--- src/rtl/slot_reel_ctrl.sv ---
// slot_reel_ctrl: start -> spin -> per-reel stop -> judge sequencer for three
// mod-8 reels sharing one spin-speed prescaler. All outputs are registered.
// Optional feature macro: SLOT_AUTOSTOP_EN (spin timeout after AUTO_TICKS ticks).
module slot_reel_ctrl #(
    parameter int DIV        = 4,
    parameter int AUTO_TICKS = 64
) (
    input  logic       clock,
    input  logic       reset,
    input  logic       start,
    input  logic [2:0] stop,
    output logic [8:0] pos,
    output logic [2:0] spinning,
    output logic [1:0] state,
    output logic       done,
    output logic       win,
    output logic [2:0] win_sym
);

    typedef enum logic [1:0] {
        IDLE  = 2'b00,
        SPIN  = 2'b01,
        JUDGE = 2'b10,
        BAD   = 2'b11
    } state_t;

    localparam int PW = (DIV > 1) ? $clog2(DIV) : 1;

    state_t      st, st_nx;
    logic [PW-1:0] presc, presc_nx;
    logic [2:0]  spin_nx;
    logic [8:0]  pos_nx;
    logic        done_nx, win_nx;
    logic [2:0]  sym_nx;
    logic        tick, auto_stop, all_eq;

    assign state  = st;
    assign tick   = (st == SPIN) && (presc == PW'(DIV - 1));
    assign all_eq = (pos[2:0] == pos[5:3]) && (pos[5:3] == pos[8:6]);

`ifdef SLOT_AUTOSTOP_EN
    localparam int TW = $clog2(AUTO_TICKS + 1);
    logic [TW-1:0] tick_cnt;

    // Ticks since the spin began; held at zero outside SPIN so entry starts clean
    always_ff @(posedge clock) begin
        if (reset)
            tick_cnt <= '0;
        else if (st != SPIN)
            tick_cnt <= '0;
        else if (tick)
            tick_cnt <= tick_cnt + 1'b1;
    end

    // The AUTO_TICKS-th tick stops every reel instead of stepping it
    assign auto_stop = tick && (tick_cnt == TW'(AUTO_TICKS - 1));
`else
    // No timeout hardware; AUTO_TICKS >= 2 so this is a constant zero
    assign auto_stop = (AUTO_TICKS < 0);
`endif

    // Next-state and next-output computation; every target defaulted to hold
    always_comb begin
        st_nx    = st;
        spin_nx  = spinning;
        pos_nx   = pos;
        presc_nx = presc;
        done_nx  = 1'b0;
        win_nx   = win;
        sym_nx   = win_sym;
        case (st)
            IDLE: begin
                if (start) begin
                    st_nx    = SPIN;
                    spin_nx  = 3'b111;
                    presc_nx = '0;
                    win_nx   = 1'b0;
                    sym_nx   = 3'b000;
                end
            end
            SPIN: begin
                presc_nx = tick ? '0 : presc + 1'b1;
                for (int i = 0; i < 3; i++) begin
                    // A stop on the tick cycle wins: the reel halts without stepping
                    if (spinning[i] && (stop[i] || auto_stop))
                        spin_nx[i] = 1'b0;
                    else if (spinning[i] && tick)
                        pos_nx[3*i +: 3] = pos[3*i +: 3] + 3'd1;
                end
                if (spin_nx == 3'b000)
                    st_nx = JUDGE;
            end
            JUDGE: begin
                win_nx  = all_eq;
                sym_nx  = all_eq ? pos[2:0] : 3'b000;
                done_nx = 1'b1;
                st_nx   = IDLE;
            end
            default: st_nx = IDLE;
        endcase
    end

    // State and output registers with synchronous reset
    always_ff @(posedge clock) begin
        if (reset) begin
            st       <= IDLE;
            pos      <= '0;
            spinning <= '0;
            presc    <= '0;
            done     <= 1'b0;
            win      <= 1'b0;
            win_sym  <= 3'b000;
        end else begin
            st       <= st_nx;
            pos      <= pos_nx;
            spinning <= spin_nx;
            presc    <= presc_nx;
            done     <= done_nx;
            win      <= win_nx;
            win_sym  <= sym_nx;
        end
    end

endmodule

--- config.mk ---
export PLATFORM = sky130hd
export DESIGN_NAME = slot_reel_ctrl
export DESIGN_NICKNAME = d
export VERILOG_FILES = /design/src/rtl/slot_reel_ctrl.sv
export SDC_FILE = /design/constraint.sdc
export NUM_CORES = 1
export LEC_CHECK = 0
export CAP_MARGIN = 25
export CORE_MARGIN = 2
export CORE_UTILIZATION = 54
export CTS_BUF_LIST = sky130_fd_sc_hd__clkbuf_4 sky130_fd_sc_hd__clkbuf_8
export DETAILED_ROUTE_END_ITERATION = 12
export GPL_TIMING_DRIVEN = 0
export PLACE_DENSITY = 0.95
export SLEW_MARGIN = 15
export SYNTH_ARGS = -nofsm -noshare
export SYNTH_HDL_FRONTEND = slang
export SYNTH_SLANG_ARGS = --single-unit
--- constraint.sdc ---
create_clock -name clock -period 2.75 [get_ports clock]
set_input_delay 0.4125 -clock clock [delete_from_list [all_inputs] [get_ports clock]]
set_output_delay 0.4125 -clock clock [all_outputs]
set_load 0.02 [all_outputs]
# --- Word level (Yosys, flattened, before mapping) ---
# Index checks and enable logic that the tools add are counted.
word_totals:
  regBits: 21
  input_bits: 6
  output_inout_bits: 19
  wordCells: 61
op_classes:
  addsub: 4
  n_eq_ne: 7
  muxes: 20
  bitwise_logic: 3
  n_reduce_logical: 18
ops:
  columns: ["op", "count"]
  rows:
  - ["$pmux W3 S2", 2]
  - ["$add A3 B1 Y3 const B", 3]
  - ["$mux W3", 3]
  - ["$reduce_and A3 Y1", 3]
  - ["$logic_and A1 B1 Y1", 8]
  - ["$mux W1", 8]
  - ["$mux W2", 4]
  - ["$pmux W2 S2", 2]
  - ["$eq A3 B3 Y1", 2]
  - ["$reduce_and A2 Y1", 3]
  - ["$eq A2 B2 Y1 const B", 2]
  - ["$reduce_bool A2 Y1", 2]
  - ["$logic_not A3 Y1", 1]
  - ["$not A1 Y1", 3]
  - ["$add A2 B1 Y2 const B", 1]
  - ["$eq A2 B1 Y1 const B", 1]
  - ["$logic_not A2 Y1", 1]
  - ["$ne A2 B1 Y1 const B", 1]
  - ["$ne A2 B2 Y1 const B", 1]
  - ["$pmux W1 S2", 1]

# --- Logic depth before layout (Yosys ltp) ---
# Gate-level depths: netlist of the first run.
depth:
  word_depth: 6
  depth_mapped: 5
  mapped_depth_nobuf: 4

# --- Least setup slack after synthesis of the first run ---
# OpenSTA, ideal clock, no wires.
synth_path:
  kind: "register to register"
  start: "register presc[0]"
  end: "register pos[2]"
  arrival_time_ps: 1235
  path_slack_ps: 1394
  path_stages_with_launch: 6
  n_path_buf: 1
  cell_sequence: "dfxtp_1 > ha_1 > and3b_1 > buf_4 > nand3_1 > mux2_2"
synth_between:
  elab_chain_len: 4
synth_rtl:
  columns: ["item", "line", "source"]
  rows:
  - ["start, declared", "30", "logic [PW-1:0] presc, presc_nx;"]
  - ["start signal, assigned", "117", "presc <= presc_nx;"]
  - ["$eq A2 B2 Y1", "38", "assign tick = (st == SPIN) && (presc == PW'(DIV - 1));"]
  - ["$logic_and A1 B1 Y1", "38", null]
  - ["$logic_and A1 B1 Y1", "87", "else if (spinning[i] && tick)"]
  - ["$reduce_and A3 Y1 (no source line)", null, null]
  - ["end signal, assigned", "115", "pos <= pos_nx;"]
  - ["end, declared", "12", "output logic [8:0] pos,"]
# No other way between the ends.
# A chain may end at the register's enable or synchronous reset.

# --- Worst setup path after layout of the first run ---
layout_path:
  start: "register st[0], in the netlist state[0]"
  end: "output port state[0]"
layout_rtl:
  columns: ["item", "line", "source"]
  rows:
  - ["start, declared", "29", "state_t st, st_nx;"]
  - ["start signal, assigned", "114", "st <= st_nx;"]
  - ["end, declared", "14", "output logic [1:0] state,"]
# No word-level cell between the ends.

==> flow_summary.yaml, run 1 <==
die:
  start_util_pct: 57.7
  die_width_um: 47.2
  dieArea_um2: 2230
  row_count: 15
  core_um2: 1750
  io_pins: 25
  die_y_um: 47.2
detailed_routing:
  drtPass1Iterations: 4
  drt-total-wl_mm: 2.15
  drt_iter0_drc: 21
  final_antenna_net_count: 0
  wire_per_inst_um: 13.4
  via_count: 878
  remaining_drc_errors: 0
  routed_via_density: 5.45
flow_run:
  drv_cap: 0
setup_path:
  critPathBufInv: 1
  crit_chain: "clkdlybuf4s50_1"
  worstPathMaxFanout: 4
  crit_slowest_cell: "clkdlybuf4s50_1"
  cp-end-kind: "output pin"
  start_kind: "flop"
  crit_family: "buffers and inverters"
  arrival_ns: 1.39
  crit_type: "reg -> out"
  critPathRequiredTime_ns: 2.34
  slowest_delay_ns: 0.64
cts:
  cts_tree: "yes"
  holdBufCountCts: 0
  clk_latency_ns: 0.31
  clock-sinks: 21
  post_cts_resized: 0
  htreeDepth: 1
  post_cts_buffers: 0
  clock-root-buffer: "clkbuf_4"
  cts_buffers: 3
  clockBufferDepth: 2
  clk_pin_slew_ns: 0.11
global_routing:
  grt_overflow: 0
  grt_start_max_net_pins: 12
  grt_use_total_pct: 23.7
  grt_pass1_wl_mm: 3.65
  grt_pass1_vias: 849
  antenna_found_initial: 0
timing:
  min_period_over_period_pct: 65.6
  clock.fmax_mhz: 554
  tightest_slew_ns: 0.474
  final_hold_viol_count: 0
  tns_ns: 0
  period_needed_ns: 1.80
  rsz0062_at_grt: "false"
  maxSlewViolCount: 0
  finalSetupViolCount: 0
  clock_skew_ns: 0.00223
  relSlewSlack_pct: 68.4
pwr:
  pwr_density_cell_nw_per_um2: 443
  power_leakage_nw: 0.535
  peakVddDrop_mv: 0.391
layout:
  final_layout_size_suffix_gt1_share_pct: 11.8
  final_cell_mix: "clkdlybuf4s50_1, dfxtp_1, a21oi_1"
  layout.nets: 147
  final-seq-area_um2: 420
  utilization_pct: 75.0
  syn_to_final_growth_pct: 29.9
  nFillCells: 141
  final_common_cell: "clkdlybuf4s50_1"
  multi_input_area_um2: 537
  antenna_cells: 0
yosys:
  synth_cell_types: 30
  ys_seq_elements: 21
  synth_area_um2: 1010
  synth_seq_area_share_pct: 41.7
  syn_nets: 118
  synthCells: 108
  synth_area_per_cell_um2: 9.33
  yosysWarnings: 0
outcome:
  status: "complete, no violations"
place:
  io_buffers: 24
  dp_hpwl_mm: 1.72
  gp_congestion: 0.747
worst_hold_path:
  hold_path_class: "reg -> reg"
final timing paths:
path,end,depth (start not counted),start,slack [ns]
worst max-delay path,state[0],1,state[0],0.95
worst min-delay path,win_sym[0],1,win_sym[0],0.49
worst max register to register,pos[8],5,presc[0],1.27
worst min register to register,win_sym[0],1,win_sym[0],0.49
cells by family after synthesis:
kind of cell             synth area share (%)
AND/OR/NAND/NOR                          23.0
multiplexers                             3.35
buffers and inverters                    4.97
adder cells (fa/ha/maj)                  4.97
AO/OA/AOI/OAI                            22.0
flip-flops                               41.7
per-stage QoR:
stage / power [W] / hold slack [ns] / setup WS, ns / area, um^2 / std cells
after global placement: 0.000422 / 0.446 / 1.00 / 1280 / 157
after global routing: 0.000607 / 0.519 / 0.885 / 1310 / 161
final: 0.000579 / 0.485 / 0.946 / 1310 / 161
after floorplan: 0.000388 / 0.458 / 1.39 / 1010 / 108
after detailed placement: 0.000427 / 0.464 / 0.935 / 1280 / 157
after CTS: 0.000582 / 0.490 / 0.936 / 1310 / 161
sequential cells by signal (all words and copies together), names as in the netlist:
signal,cells
win_sym,3
presc,2
win,1
done,1
pos,9
spinning,3
state,2
routing by layer:
metal | GRT usage (%) | wire length [um]
met2 | 41.6 | 1140
met3 | 8.85 | 113
met5 | 0 | 0
met4 | 7.22 | 21
met1 | 26.5 | 872
Yosys cell counts:
cell type,instances,area (um^2)
dfxtp_1,21,420
a21oi_1,11,55.1
o21ai_0,9,45.0
nand3_1,8,40.0
nor2_1,7,26.3
nor2b_1,6,37.5
or3_1,5,31.3
ha_1,4,50.1
inv_1,4,15.0
o21bai_1,4,30.0
a22o_1,3,26.3
mux2_2,3,33.8
nand2b_1,3,18.8
a32oi_1,2,17.5
buf_4,2,15.0
nor3_1,2,10.0
a211oi_1,1,7.51
a22oi_2,1,12.5
a32o_1,1,10.0
and2b_1,1,7.51
and3_1,1,6.26
and3b_1,1,8.76
and4bb_2,1,12.5
buf_1,1,3.75
buf_2,1,5.00
buf_6,1,11.3
nand3b_4,1,20.0
nor3b_2,1,12.5
o21a_1,1,7.51
o21ba_2,1,10.0
power by group:
part	leakage (nW)	internal [W]	total, W	switching, W
Combinational	0.346	0.0000464	0.0000938	0.0000475
Clock	0.0184	0.0000666	0.000159	0.0000922
Sequential	0.171	0.000315	0.000327	0.0000114
Total	0.535	0.000428	0.000579	0.000151
area by class of cell:
| cell class | instances | share of cell area, % |
|---|---|---|
| plain buffers | 5 | 2.68 |
| repair buffers | 24 | 18.4 |
| clock buffers | 4 | 2.29 |
| inverters | 4 | 1.15 |
| multi-input cells | 78 | 41.0 |
| well taps | 25 | 2.39 |
| flip-flops and latches | 21 | 32.1 |
No activity file was read; power rests on OpenSTA's default activity.
==> inputs of run 2 (changes only) <==
--- a/config.mk
+++ b/config.mk
@@ -7,11 +7,11 @@
 export LEC_CHECK = 0
 export CAP_MARGIN = 25
 export CORE_MARGIN = 2
-export CORE_UTILIZATION = 54
+export CORE_UTILIZATION = 50
 export CTS_BUF_LIST = sky130_fd_sc_hd__clkbuf_4 sky130_fd_sc_hd__clkbuf_8
 export DETAILED_ROUTE_END_ITERATION = 12
 export GPL_TIMING_DRIVEN = 0
-export PLACE_DENSITY = 0.95
+export PLACE_DENSITY = 0.93
 export SLEW_MARGIN = 15
 export SYNTH_ARGS = -nofsm -noshare
 export SYNTH_HDL_FRONTEND = slang
==> constraint.sdc (replaced) <==
create_clock -name clock -period 1.9 [get_ports clock]
set_input_delay 0.285 -clock clock [delete_from_list [all_inputs] [get_ports clock]]
set_output_delay 0.285 -clock clock [all_outputs]
set_load 0.02 [all_outputs]
==> run 2 against run 1 <==
Against the previous run: via count increased by 1.7%; first-iteration DRC count shrank 86%; cell area grew 0.19%; clock power increased by 50%; critical path depth is the same; combinational power rose by 43%; sequential cell count unchanged; sequential power up 45%; final cell count up 1.2%; wire length is 3.5% lower; clock skew increased by 0.0097 ns; critical path type unchanged.
==> flow_summary.yaml, run 2 (synthesis gave the netlist of run 1 again) <==
outcome:
  status: "complete, no violations"
timing:
  finalSetupViolCount: 0
  min_period_over_period_pct: 88.8
  rsz0062_at_grt: "false"
  relSlewSlack_pct: 68.5
  clock.fmax_mhz: 593
  clock_skew_ns: 0.0119
  maxSlewViolCount: 0
  tns_ns: 0
  final_hold_viol_count: 0
  period_needed_ns: 1.69
  tightest_slew_ns: 0.473
setup_path:
  cp-end-kind: "output pin"
  critPathRequiredTime_ns: 1.62
  crit_slowest_cell: "clkdlybuf4s50_1"
  start_kind: "flop"
  slowest_delay_ns: 0.65
  critPathBufInv: 1
  crit_chain: "clkdlybuf4s50_1"
  crit_family: "buffers and inverters"
  worstPathMaxFanout: 6
  crit_type: "reg -> out"
  arrival_ns: 1.40
die:
  start_util_pct: 52.4
  die_width_um: 48.9
  dieArea_um2: 2390
  core_um2: 1920
  row_count: 16
  die_y_um: 48.9
  io_pins: 25
cts:
  clockBufferDepth: 2
  htreeDepth: 1
  post_cts_resized: 0
  clock-sinks: 21
  clk_pin_slew_ns: 0.13
  cts_tree: "yes"
  holdBufCountCts: 0
  clk_latency_ns: 0.32
  clock-root-buffer: "clkbuf_4"
  post_cts_buffers: 0
  cts_buffers: 3
detailed_routing:
  final_antenna_net_count: 0
  wire_per_inst_um: 12.7
  drtPass1Iterations: 4
  via_count: 893
  drt_iter0_drc: 3
  remaining_drc_errors: 0
  drt-total-wl_mm: 2.08
  routed_via_density: 5.48
layout:
  layout.nets: 147
  largest_reg_flops: 9
  top_regs: "pos x9, spinning x3, win_sym x3"
  finalNonFillerCells: 163
  antenna_cells: 0
  fin_area_um2: 1310
  syn_to_final_growth_pct: 30.2
  final_layout_size_suffix_gt1_share_pct: 11.8
  final_common_cell: "clkdlybuf4s50_1"
  final_cell_mix: "clkdlybuf4s50_1, dfxtp_1, a21oi_1"
  regMostFlops: "pos"
  nFillCells: 167
place:
  gp_congestion: 0.783
  post_dp_cell_area_um2: 1280
  io_buffers: 24
  dp_hpwl_mm: 1.61
  place_inst: 159
pwr:
  pwr_density_cell_nw_per_um2: 645
  power_leakage_nw: 0.535
  peakVddDrop_mv: 0.502
global_routing:
  antenna_found_initial: 0
  grt_start_max_net_pins: 12
  grt_pass1_wl_mm: 3.65
  grt_overflow: 0
  grt_use_total_pct: 19.6
  grt_pass1_vias: 838
worst_hold_path:
  hold_path_class: "reg -> reg"
flow_run:
  drv_cap: 0
==> run 2: cell counts in the layout (fill, tap and decap cells not counted) <==
No cell type changed its count.
==> run 2: worst register-to-register path: cells and delay by family, from the launching register on <==
family        cells  cell delay (ns)
mux               1             0.33
simple gates      2             0.29
buf+inv           1             0.15
flops             1             0.35
fa+ha+maj         1             0.25
==> run 2: final cells by class <==
class                           count  area, um^2  area share, %
Buffer                              5        35.0           2.67
Sequential cell                    21         420           32.1
Multi-Input combinational cell     78         537           40.9
Timing Repair Buffer               24         240           18.3
Tap cell                           27        33.8           2.58
Inverter                            4        15.0           1.15
Clock buffer                        4        30.0           2.29
==> run 2: final timing paths <==
path	slack (ns)	cells after the start	start	to
max reg2reg	0.43	5	presc[0]	pos[8]
min	0.48	1	win_sym[0]	win_sym[0]
min reg2reg	0.48	1	win_sym[0]	win_sym[0]
max	0.21	1	pos[0]	pos[0]
==> run 2: per-layer routing <==
metal	GRT usage, %	part of all wire (%)	wire length (um)
met1	21.8	45	924
met5	0	0	0
met3	3.07	3.4	71
met4	8.57	1.7	36
met2	36.5	50	1040
==> run 2: through the flow <==
stage          util, %  setup WS (ns)  total power [W]  hold WS, ns
6_report          68.2          0.213         0.000845        0.480
5_1_grt           68.2          0.150         0.000881        0.504
4_1_cts           68.2          0.223         0.000842        0.483
3_5_place_dp      66.7          0.225         0.000617        0.455
3_3_place_gp      66.7          0.262         0.000611        0.448
2_1_floorplan        -          0.544         0.000562        0.369
==> run 2: power by group <==
group          internal (W)  switching [W]
clock network     0.0000964       0.000142
logic             0.0000671      0.0000669
registers          0.000456      0.0000165
==> inputs of run 3 (changes only) <==
--- a/config.mk
+++ b/config.mk
@@ -12,6 +12,7 @@
 export DETAILED_ROUTE_END_ITERATION = 12
 export GPL_TIMING_DRIVEN = 0
 export PLACE_DENSITY = 0.93
+export SETUP_SLACK_MARGIN = 0.3
 export SLEW_MARGIN = 15
 export SYNTH_ARGS = -nofsm -noshare
 export SYNTH_HDL_FRONTEND = slang
==> run 3 against run 2 <==
Against the previous run: sequential power about the same; utilization decreased by 0.78 points; via count increased by 0.22%; count of clock-buffer cells in the layout unchanged; global-route usage increased by 0.065 points; clock skew increased by 0.0037 ns; non-clock buffer count unchanged; sequential share of layout area increased by 0.37 points; final cell count unchanged; fmax increased by 9.4%.
==> flow_summary.yaml, run 3 (synthesis gave the netlist of run 1 again) <==
cts:
  clockBufferDepth: 2
  clk_pin_slew_ns: 0.12
  cts_tree: "yes"
  post_cts_buffers: 0
  htreeDepth: 1
  clock-root-buffer: "clkbuf_4"
  post_cts_resized: 14
  cts_buffers: 3
  holdBufCountCts: 0
  clk_latency_ns: 0.31
  clock-sinks: 21
pwr:
  switchingPower_w: 0.000220
  pwr_density_cell_nw_per_um2: 642
  power_frac_clock_pct: 28.1
  seq_power_share_pct: 56.8
  p_int_w: 0.000611
  peakVddDrop_mv: 0.506
  combPwrFrac_pct: 15.1
  power_leakage_nw: 0.613
  sw_frac_of_total_pct: 26.5
setup_path:
  cp-end-kind: "output pin"
  crit_chain: "clkdlybuf4s50_1"
  crit_type: "reg -> out"
  ff2ff_setup_slack_ns: 0.44
  slowest_delay_ns: 0.60
  worstPathMaxFanout: 2
  crit_family: "buffers and inverters"
  crit_slowest_cell: "clkdlybuf4s50_1"
  arrival_ns: 1.26
  crit_path_start: "win_sym[0]"
  reg2reg_to: "pos[8]"
  critPathBufInv: 1
  reg2reg_from: "presc[0]"
  rr_worst_depth: 5
  critPathRequiredTime_ns: 1.62
  start_kind: "flop"
timing:
  relSlewSlack_pct: 68.6
  period_needed_ns: 1.54
  clock.fmax_mhz: 648
  rsz0062_at_grt: "false"
  min_period_over_period_pct: 81.2
  final_hold_viol_count: 0
  fin_ws_ns: 0.358
  finalSetupViolCount: 0
  tightest_slew_ns: 0.470
  tns_ns: 0
  maxSlewViolCount: 0
  hold_slack_ns: 0.480
  clock_skew_ns: 0.0156
place:
  dp_hpwl_mm: 1.61
  place_inst: 159
  gp_congestion: 0.783
  io_buffers: 24
  place_ws_ns: 0.225
layout:
  largest_reg_flops: 9
  top_regs: "pos x9, spinning x3, win_sym x3"
  regMostFlops: "pos"
  final-seq-area_um2: 420
  final_layout_size_suffix_gt1_share_pct: 11.8
  multi_input_area_um2: 537
  layout.nets: 147
  utilization_pct: 67.4
  finalNonFillerCells: 163
  antenna_cells: 0
  nFillCells: 175
  syn_to_final_growth_pct: 28.7
  final_cell_mix: "dfxtp_1, dlygate4sd2_1, a21oi_1"
  final_common_cell: "dfxtp_1"
outcome:
  status: "complete, no violations"
worst_hold_path:
  hp-start: "win_sym[0]"
  hold_path_class: "reg -> reg"
  holdPathStages: 1
  min_to: "win_sym[0]"
die:
  io_pins: 25
  core_um2: 1920
  dieArea_um2: 2390
  die_width_um: 48.9
  start_util_pct: 52.4
  row_count: 16
  die_y_um: 48.9
detailed_routing:
  wire_per_inst_um: 12.7
  drt_iter0_drc: 2
  routed_via_density: 5.49
  drt-total-wl_mm: 2.07
  remaining_drc_errors: 0
  final_antenna_net_count: 0
  via_count: 895
  drtPass1Iterations: 4
global_routing:
  grt_use_total_pct: 19.7
  grt_pass1_vias: 838
  antenna_found_initial: 0
  grt_overflow: 0
  grt_pass1_wl_mm: 3.66
  grt_start_max_net_pins: 12
flow_run:
  drv_cap: 0
run 3: cell types whose count changed in the layout (fill, tap and decap cells not counted), sizes merged:
cell and change:
clkdlybuf4s50 -15, dlygate4sd2 +14, dlymetal6s2s +1
run 3: per-stage QoR:
step	cell area [um^2]	total power, W
floorplan	1010	0.000562
global placement	1280	0.000611
detailed placement	1280	0.000617
CTS	1290	0.000833
global route	1300	0.000872
finish	1300	0.000832
run 3: final cells by class:
class                           instances  area share [%]
Clock buffer                            4            2.32
Sequential cell                        21            32.4
Timing Repair Buffer                   24            17.4
Buffer                                  5            2.70
Inverter                                4            1.16
Multi-Input combinational cell         78            41.4
Tap cell                               27            2.61
run 3: power by group through the flow:
stage / Combinational (W) / Clock, W / Sequential, W
2_1_floorplan: 0.0000664 / 0 / 0.000496
3_5_place_dp: 0.000135 / 0 / 0.000482
6_report: 0.000126 / 0.000234 / 0.000472
3_3_place_gp: 0.000131 / 0 / 0.000481
4_1_cts: 0.000127 / 0.000234 / 0.000472
5_1_grt: 0.000138 / 0.000259 / 0.000475
run 3: per-layer routing:
layer | wire [um] | track usage, % | up-vias
met5 | 0 | 0 | -
met2 | 1040 | 36.5 | 24
met1 | 906 | 21.8 | 415
met3 | 82 | 3.37 | 5
met4 | 38 | 8.57 | 0
li1 | - | - | 451
run 3: how the worst max path moves through the flow:
stage	slack (ns)	depth (start not counted)	to
floorplan	0.54	5	pos[2]
global placement	0.26	4	presc[1]
detailed placement	0.23	4	presc[0]
CTS	0.34	1	win
global route	0.31	1	win_sym[1]
finish	0.36	1	win_sym[0]
